File: src/rtl/branch_predictor_if.sv
// Bundle between the fetch/execute stages and the branch predictor.
// There is no backpressure on any path: fetch_valid and upd_valid are
// single-cycle qualifiers sampled on the rising clock edge. The predictor
// always accepts them and never stalls its producers. pred_branch and
// pred_branch_addr are combinational and valid in the same cycle as
// fetch_addr.
interface branch_predictor_if #(
  parameter int word_width = 32
);
  logic [word_width-1:0] fetch_addr;
  logic                  fetch_valid;
  logic                  stall;
  logic                  redirect;
  logic                  clear;
  logic                  upd_valid;
  logic [word_width-1:0] upd_addr;
  logic                  upd_taken;
  logic [word_width-1:0] upd_target;
  logic                  pred_branch;
  logic [word_width-1:0] pred_branch_addr;

  // Pipeline side: drives fetch/update, consumes the prediction.
  modport master (
    output fetch_addr, fetch_valid, stall, redirect, clear,
           upd_valid, upd_addr, upd_taken, upd_target,
    input  pred_branch, pred_branch_addr
  );

  // Predictor side.
  modport slave (
    input  fetch_addr, fetch_valid, stall, redirect, clear,
           upd_valid, upd_addr, upd_taken, upd_target,
    output pred_branch, pred_branch_addr
  );
endinterface

File: src/rtl/branch_predictor.sv
// Direct-mapped branch target buffer with 2-bit saturating direction
// counters. Lookup is combinational from registered state. Training from
// the execute stage lands on the next clock edge, with no bypass.
module branch_predictor #(
  parameter int word_width = 32,
  parameter int entries    = 16
) (
  input  logic                clk,
  input  logic                reset,
  branch_predictor_if.slave   bp
);
  localparam int idx_bits = $clog2(entries);
  localparam int tag_bits = word_width - idx_bits - 2;

  logic                  valid_q  [entries];
  logic [tag_bits-1:0]   tag_q    [entries];
  logic [word_width-1:0] target_q [entries];
  logic [1:0]            ctr_q    [entries];

  logic [idx_bits-1:0] fetch_idx;
  logic [tag_bits-1:0] fetch_tag;
  logic                fetch_hit;
  logic [idx_bits-1:0] upd_idx;
  logic [tag_bits-1:0] upd_tag;
  logic                upd_hit;

  logic                  upd_we;
  logic                  valid_d;
  logic [tag_bits-1:0]   tag_d;
  logic [word_width-1:0] target_d;
  logic [1:0]            ctr_d;

  // Byte-offset bits never take part in indexing or tagging.
  logic unused_low_bits;
  assign unused_low_bits = ^{bp.fetch_addr[1:0], bp.upd_addr[1:0]};

  assign fetch_idx = bp.fetch_addr[idx_bits+1:2];
  assign fetch_tag = bp.fetch_addr[word_width-1:idx_bits+2];
  assign upd_idx   = bp.upd_addr[idx_bits+1:2];
  assign upd_tag   = bp.upd_addr[word_width-1:idx_bits+2];
  assign fetch_hit = valid_q[fetch_idx] && (tag_q[fetch_idx] == fetch_tag);
  assign upd_hit   = valid_q[upd_idx] && (tag_q[upd_idx] == upd_tag);

  // Lookup: the PC gives pred_branch priority over stall/redirect, so
  // both must gate the prediction here.
  always_comb begin
    bp.pred_branch      = bp.fetch_valid & ~bp.stall & ~bp.redirect &
                          fetch_hit & ctr_q[fetch_idx][1];
    bp.pred_branch_addr = bp.pred_branch ? target_q[fetch_idx] : '0;
  end

  // Next contents of the single entry selected by upd_addr.
  always_comb begin
    upd_we   = 1'b0;
    valid_d  = valid_q[upd_idx];
    tag_d    = tag_q[upd_idx];
    target_d = target_q[upd_idx];
    ctr_d    = ctr_q[upd_idx];
    if (bp.upd_valid) begin
      if (upd_hit) begin
        upd_we = 1'b1;
        if (bp.upd_taken) begin
          ctr_d    = (ctr_q[upd_idx] == 2'b11) ? 2'b11 : ctr_q[upd_idx] + 2'b01;
          target_d = bp.upd_target;
        end else begin
          ctr_d    = (ctr_q[upd_idx] == 2'b00) ? 2'b00 : ctr_q[upd_idx] - 2'b01;
        end
      end else if (bp.upd_taken) begin
        // Miss taken: allocate, overwriting whatever alias lived here.
        upd_we   = 1'b1;
        valid_d  = 1'b1;
        tag_d    = upd_tag;
        target_d = bp.upd_target;
        ctr_d    = 2'b10;
      end
    end
  end

  // Table state: async reset wipes training; clear drops only valid bits
  // and wins over a same-cycle update.
  always_ff @(posedge clk or negedge reset) begin
    if (!reset) begin
      for (int i = 0; i < entries; i++) begin
        valid_q[i]  <= 1'b0;
        tag_q[i]    <= '0;
        target_q[i] <= '0;
        ctr_q[i]    <= 2'b01;
      end
    end else if (bp.clear) begin
      for (int i = 0; i < entries; i++) begin
        valid_q[i] <= 1'b0;
      end
    end else if (upd_we) begin
      valid_q[upd_idx]  <= valid_d;
      tag_q[upd_idx]    <= tag_d;
      target_q[upd_idx] <= target_d;
      ctr_q[upd_idx]    <= ctr_d;
    end
  end
endmodule

File: src/flat_wrapper.sv
// flat-port wrapper written by rule: the top's interface ports become plain ports
module branch_predictor_flat 
#(
  parameter int word_width = 32,
  parameter int entries    = 16
)
  (clk, reset, bp_fetch_addr, bp_fetch_valid, bp_stall, bp_redirect, bp_clear, bp_upd_valid, bp_upd_addr, bp_upd_taken, bp_upd_target, bp_pred_branch, bp_pred_branch_addr);
  branch_predictor_if #(.word_width(word_width)) bp_i ();
  input  logic clk;
  input  logic reset;
  input wire logic [$bits(bp_i.fetch_addr)-1:0] bp_fetch_addr;
  input wire logic [$bits(bp_i.fetch_valid)-1:0] bp_fetch_valid;
  input wire logic [$bits(bp_i.stall)-1:0] bp_stall;
  input wire logic [$bits(bp_i.redirect)-1:0] bp_redirect;
  input wire logic [$bits(bp_i.clear)-1:0] bp_clear;
  input wire logic [$bits(bp_i.upd_valid)-1:0] bp_upd_valid;
  input wire logic [$bits(bp_i.upd_addr)-1:0] bp_upd_addr;
  input wire logic [$bits(bp_i.upd_taken)-1:0] bp_upd_taken;
  input wire logic [$bits(bp_i.upd_target)-1:0] bp_upd_target;
  output wire logic [$bits(bp_i.pred_branch)-1:0] bp_pred_branch;
  output wire logic [$bits(bp_i.pred_branch_addr)-1:0] bp_pred_branch_addr;
  assign bp_i.fetch_addr = bp_fetch_addr;
  assign bp_i.fetch_valid = bp_fetch_valid;
  assign bp_i.stall = bp_stall;
  assign bp_i.redirect = bp_redirect;
  assign bp_i.clear = bp_clear;
  assign bp_i.upd_valid = bp_upd_valid;
  assign bp_i.upd_addr = bp_upd_addr;
  assign bp_i.upd_taken = bp_upd_taken;
  assign bp_i.upd_target = bp_upd_target;
  assign bp_pred_branch = bp_i.pred_branch;
  assign bp_pred_branch_addr = bp_i.pred_branch_addr;
  branch_predictor #(.word_width(word_width), .entries(entries)) u_core (.clk(clk), .reset(reset), .bp(bp_i));
endmodule
File: config.mk
export PLATFORM = sky130hd
export DESIGN_NAME = branch_predictor_flat
export DESIGN_NICKNAME = d
export VERILOG_FILES = /design/src/rtl/branch_predictor_if.sv /design/src/rtl/branch_predictor.sv /design/src/flat_wrapper.sv
export SDC_FILE = /design/constraint.sdc
export NUM_CORES = 2
export LEC_CHECK = 0
export ABC_AREA = 0
export CORE_MARGIN = 4
export CORE_UTILIZATION = 30
export DETAILED_ROUTE_END_ITERATION = 8
export PLACE_DENSITY = 0.53
export SLEW_MARGIN = 20
export SYNTH_ARGS = -nofsm -noshare
export SYNTH_HDL_FRONTEND = slang
export SYNTH_SLANG_ARGS = --single-unit
File: constraint.sdc
create_clock -name clk -period 7.06 [get_ports clk]
set_input_delay 1.412 -clock clk [delete_from_list [all_inputs] [get_ports clk]]
set_output_delay 1.412 -clock clk [all_outputs]
set_load 0.1 [all_outputs]
==> results.yml <==
timing:
  min_period_ps: 6570
  post-route-period-util_pct: 93.0
  finalSetupViolCount: 0
  setup_tns_ps: 0
  fmax_ghz: 0.152
  tightest_slew_ps: 1100
  slew_violations: 0
  setup_ws_ps: 493
  rsz0062_at_grt: "no"
  max-slew-margin-rel_pct: 24.4
  fin_skew_ps: 45.5
  hold_viol_final: 0
power_and_ir_drop:
  pwr-share-clk_pct: 41.2
  p_switching_mw: 3.79
  p_comb_share_pct: 13.5
  p_leak_nw: 24.2
  p_sw_share_pct: 27.2
  power_mw: 13.9
  p_int_mw: 10.2
  power_frac_seq_pct: 45.3
  vdd_drop_max_v: 0.000176
  pwr_density_cell_mw_per_mm2: 234
detailed_routing:
  first_pass_iters: 5
  wirelength_um: 165000
  wl_per_cell_um: 24.2
  drc: 0
  ant_nets: 0
  drt_iter0_drc: 3431
  via_count: 36200
  viasPerCell: 5.32
clock_tree:
  cts-hold-fix-buffers: 0
  ctsLongestPathBuffers: 3
  worstSkewPairLatency_ps: 730
  clock-sinks: 976
  cts_buffers: 108
  cts_resized: 0
  cts_root_buf: "clkbuf_16"
  h-tree-depth: 3
  path_clk_slew_ps: 60
  cts_tree: "done"
  post_cts_buffers: 0
finish:
  utilization_pct: 34.7
  finalInstanceArea_mm2: 0.0596
  syn2layout_area_growth_pct: 14.8
  drive_above_1_share_pct: 23.8
  fin_nets: 4518
synthesis:
  syn_avg_cell_area_um2: 11.5
  syn_inst: 4494
  synthArstFlopShare_pct: 100
  synth_area_mm2: 0.0519
  ys_seq_area_share_pct: 47.1
  syn_nets: 4598
  synth_edf_count: 0
  post_synth_num_cell_types: 66
  ys.flop_type: "dfrtp_1"
  yosys_warnings: 0
  yosys_register_bits: 976
worst_hold_path:
  hp-class: "reg -> reg"
floorplan:
  start_util_pct: 30.2
  rows: 152
  pin_count: 137
  dieWidth_um: 424
  core_area_mm2: 0.172
  die_h_um: 424
  dieArea_mm2: 0.180
global_routing:
  grt_max_degree: 177
  antenna_found_initial: 12
  grt_pass1_vias: 37000
  grt-ovfl-total: 0
  track_usage_pct: 18.3
  grt_pass1_wl_um: 249000
worst_setup_path:
  crit_path_start_kind: "primary input"
  critPathKind: "in -> out"
  required_ps: 5650
  cp_max_fo: 43
  arrival_ps: 5150
  crit_path_end_kind: "output pin"
place:
  pre_cts_slack_ps: 416
  place_congestion: 0.805
  postPlaceCellArea_mm2: 0.0559
  dp_hpwl_um: 97300
  port_buffers: 132
flow_run:
  cap_violations: 0
outcome:
  status: "finished clean"
==> cell usage in the layout (no fill, tap or decap), types with 6 or more instances in the layout <==
master	count
nand2_1	996
dfrtp_1	960
o21ai_0	791
mux4_2	527
mux2i_1	114
clkbuf_16	108
o21ai_2	101
o21ai_1	97
buf_4	92
clkdlybuf4s50_1	89
buf_12	64
xnor2_1	43
nor2b_1	42
a21oi_1	34
mux2i_2	30
clkbuf_8	29
mux2_2	25
inv_1	25
clkbuf_1	25
clkinv_2	23
nor2_1	22
nand3_1	21
nor3_1	20
a22oi_1	17
dfstp_2	16
xor2_1	15
o21ai_4	13
or3_1	11
o211ai_1	10
nand2b_1	10
mux2i_4	10
nand4_1	9
nor4_1	9
o22ai_1	7
or4_1	7
buf_8	6
==> kinds of logic (layout without fill, tap and decap cells) <==
logic type / count (synthesis) / count (layout) / share of synthesized area [%]
AND/OR/NAND/NOR: 1166 / 1166 / 9.09
AO/OA/AOI/OAI: 1116 / 1116 / 12.0
flip-flops: 976 / 976 / 47.1
multiplexers: 707 / 707 / 26.7
buffers and inverters: 470 / 480 / 4.12
XOR/XNOR: 58 / 58 / 0.979
adder cells (fa/ha/maj): 1 / 1 / 0.0193
other: 0 / 3 / 0
==> worst max-delay path, cell delays in order <==
cell	delay, ps
buf_8	420
buf_4	400
mux4_2	550
mux4_2	560
xnor2_1	160
nand3_1	180
nor3_1	340
nand4_1	150
buf_4	310
nor2b_1	340
buf_12	220
==> cell type report <==
| class | instances | area (µm²) |
|---|---|---|
| antenna | 3 | 7.51 |
| clock inverter | 39 | 408 |
| clock buffer | 161 | 3180 |
| fill | 16900 | 112000 |
| multi-input combinational | 3048 | 25600 |
| sequential | 976 | 24400 |
| tap | 2310 | 2890 |
| timing repair buffer | 255 | 2990 |
| inverter | 25 | 93.8 |
==> metal layers <==
layer | track usage (%) | wire, µm | part of all wire, %
met1 | 25.6 | 72600 | 44
met2 | 29.2 | 77300 | 47
met3 | 3.29 | 9750 | 5.9
met4 | 5.46 | 4990 | 3.0
met5 | 0 | 7 | 0.0043
==> state kept, by name (all words and copies together), names as in the netlist <==
| signal | flops |
|---|---|
| u_core.tag_q | 416 |
| u_core.valid_q | 16 |
| u_core.target_q | 512 |
| u_core.ctr_q | 32 |
==> synthesized netlist by cell type, types with 20 or more instances <==
cell | n | share of area, %
o21ai_1 | 102 | 0.98
mux2_2 | 25 | 0.54
inv_1 | 25 | 0.18
buf_1 | 66 | 0.48
buf_2 | 52 | 0.50
mux4_2 | 527 | 23
mux2i_1 | 135 | 2.6
nor3_1 | 20 | 0.19
a21oi_1 | 34 | 0.33
xnor2_1 | 43 | 0.73
clkbuf_1 | 280 | 2.0
nand2_1 | 997 | 7.2
o21ai_2 | 101 | 1.7
dfrtp_1 | 960 | 46
buf_6 | 26 | 0.56
o21ai_0 | 799 | 7.7
nor2b_1 | 42 | 0.51
nor2_1 | 22 | 0.16
nand3_1 | 21 | 0.20
==> per-stage QoR <==
step | std cells | hold WS, ps
final | 6817 | 479
after detailed placement | 6614 | 473
after global routing | 6817 | 500
after CTS | 6814 | 481
after global placement | 6614 | 467
after floorplan | 4494 | 458
==> worst paths after layout <==
kind | to | slack, ps | cells past startpoint | start
worst min register to register | u_core.ctr_q[12] | 480 | 2 | u_core.ctr_q[12]
max in group asynchronous | u_core.target_q[251] | 4700 | 2 | reset
min in group asynchronous | u_core.tag_q[88] | 730 | 1 | reset
worst min-delay path | u_core.ctr_q[12] | 480 | 2 | u_core.ctr_q[12]
worst max-delay path | bp_pred_branch_addr[3] | 490 | 11 | bp_fetch_addr[2]
worst max register to register | u_core.tag_q[280] | 2830 | 11 | u_core.tag_q[203]
==> power groups by stage <==
stage	Clock (mW)	Combinational, mW	Sequential, mW
after global routing	6.11	2.07	6.37
final	5.74	1.88	6.32
after global placement	0	1.86	6.39
after detailed placement	0	1.89	6.41
after CTS	5.87	1.90	6.31
after floorplan	0	1.31	6.29
Note: power is estimated with default switching activity, not from simulation.
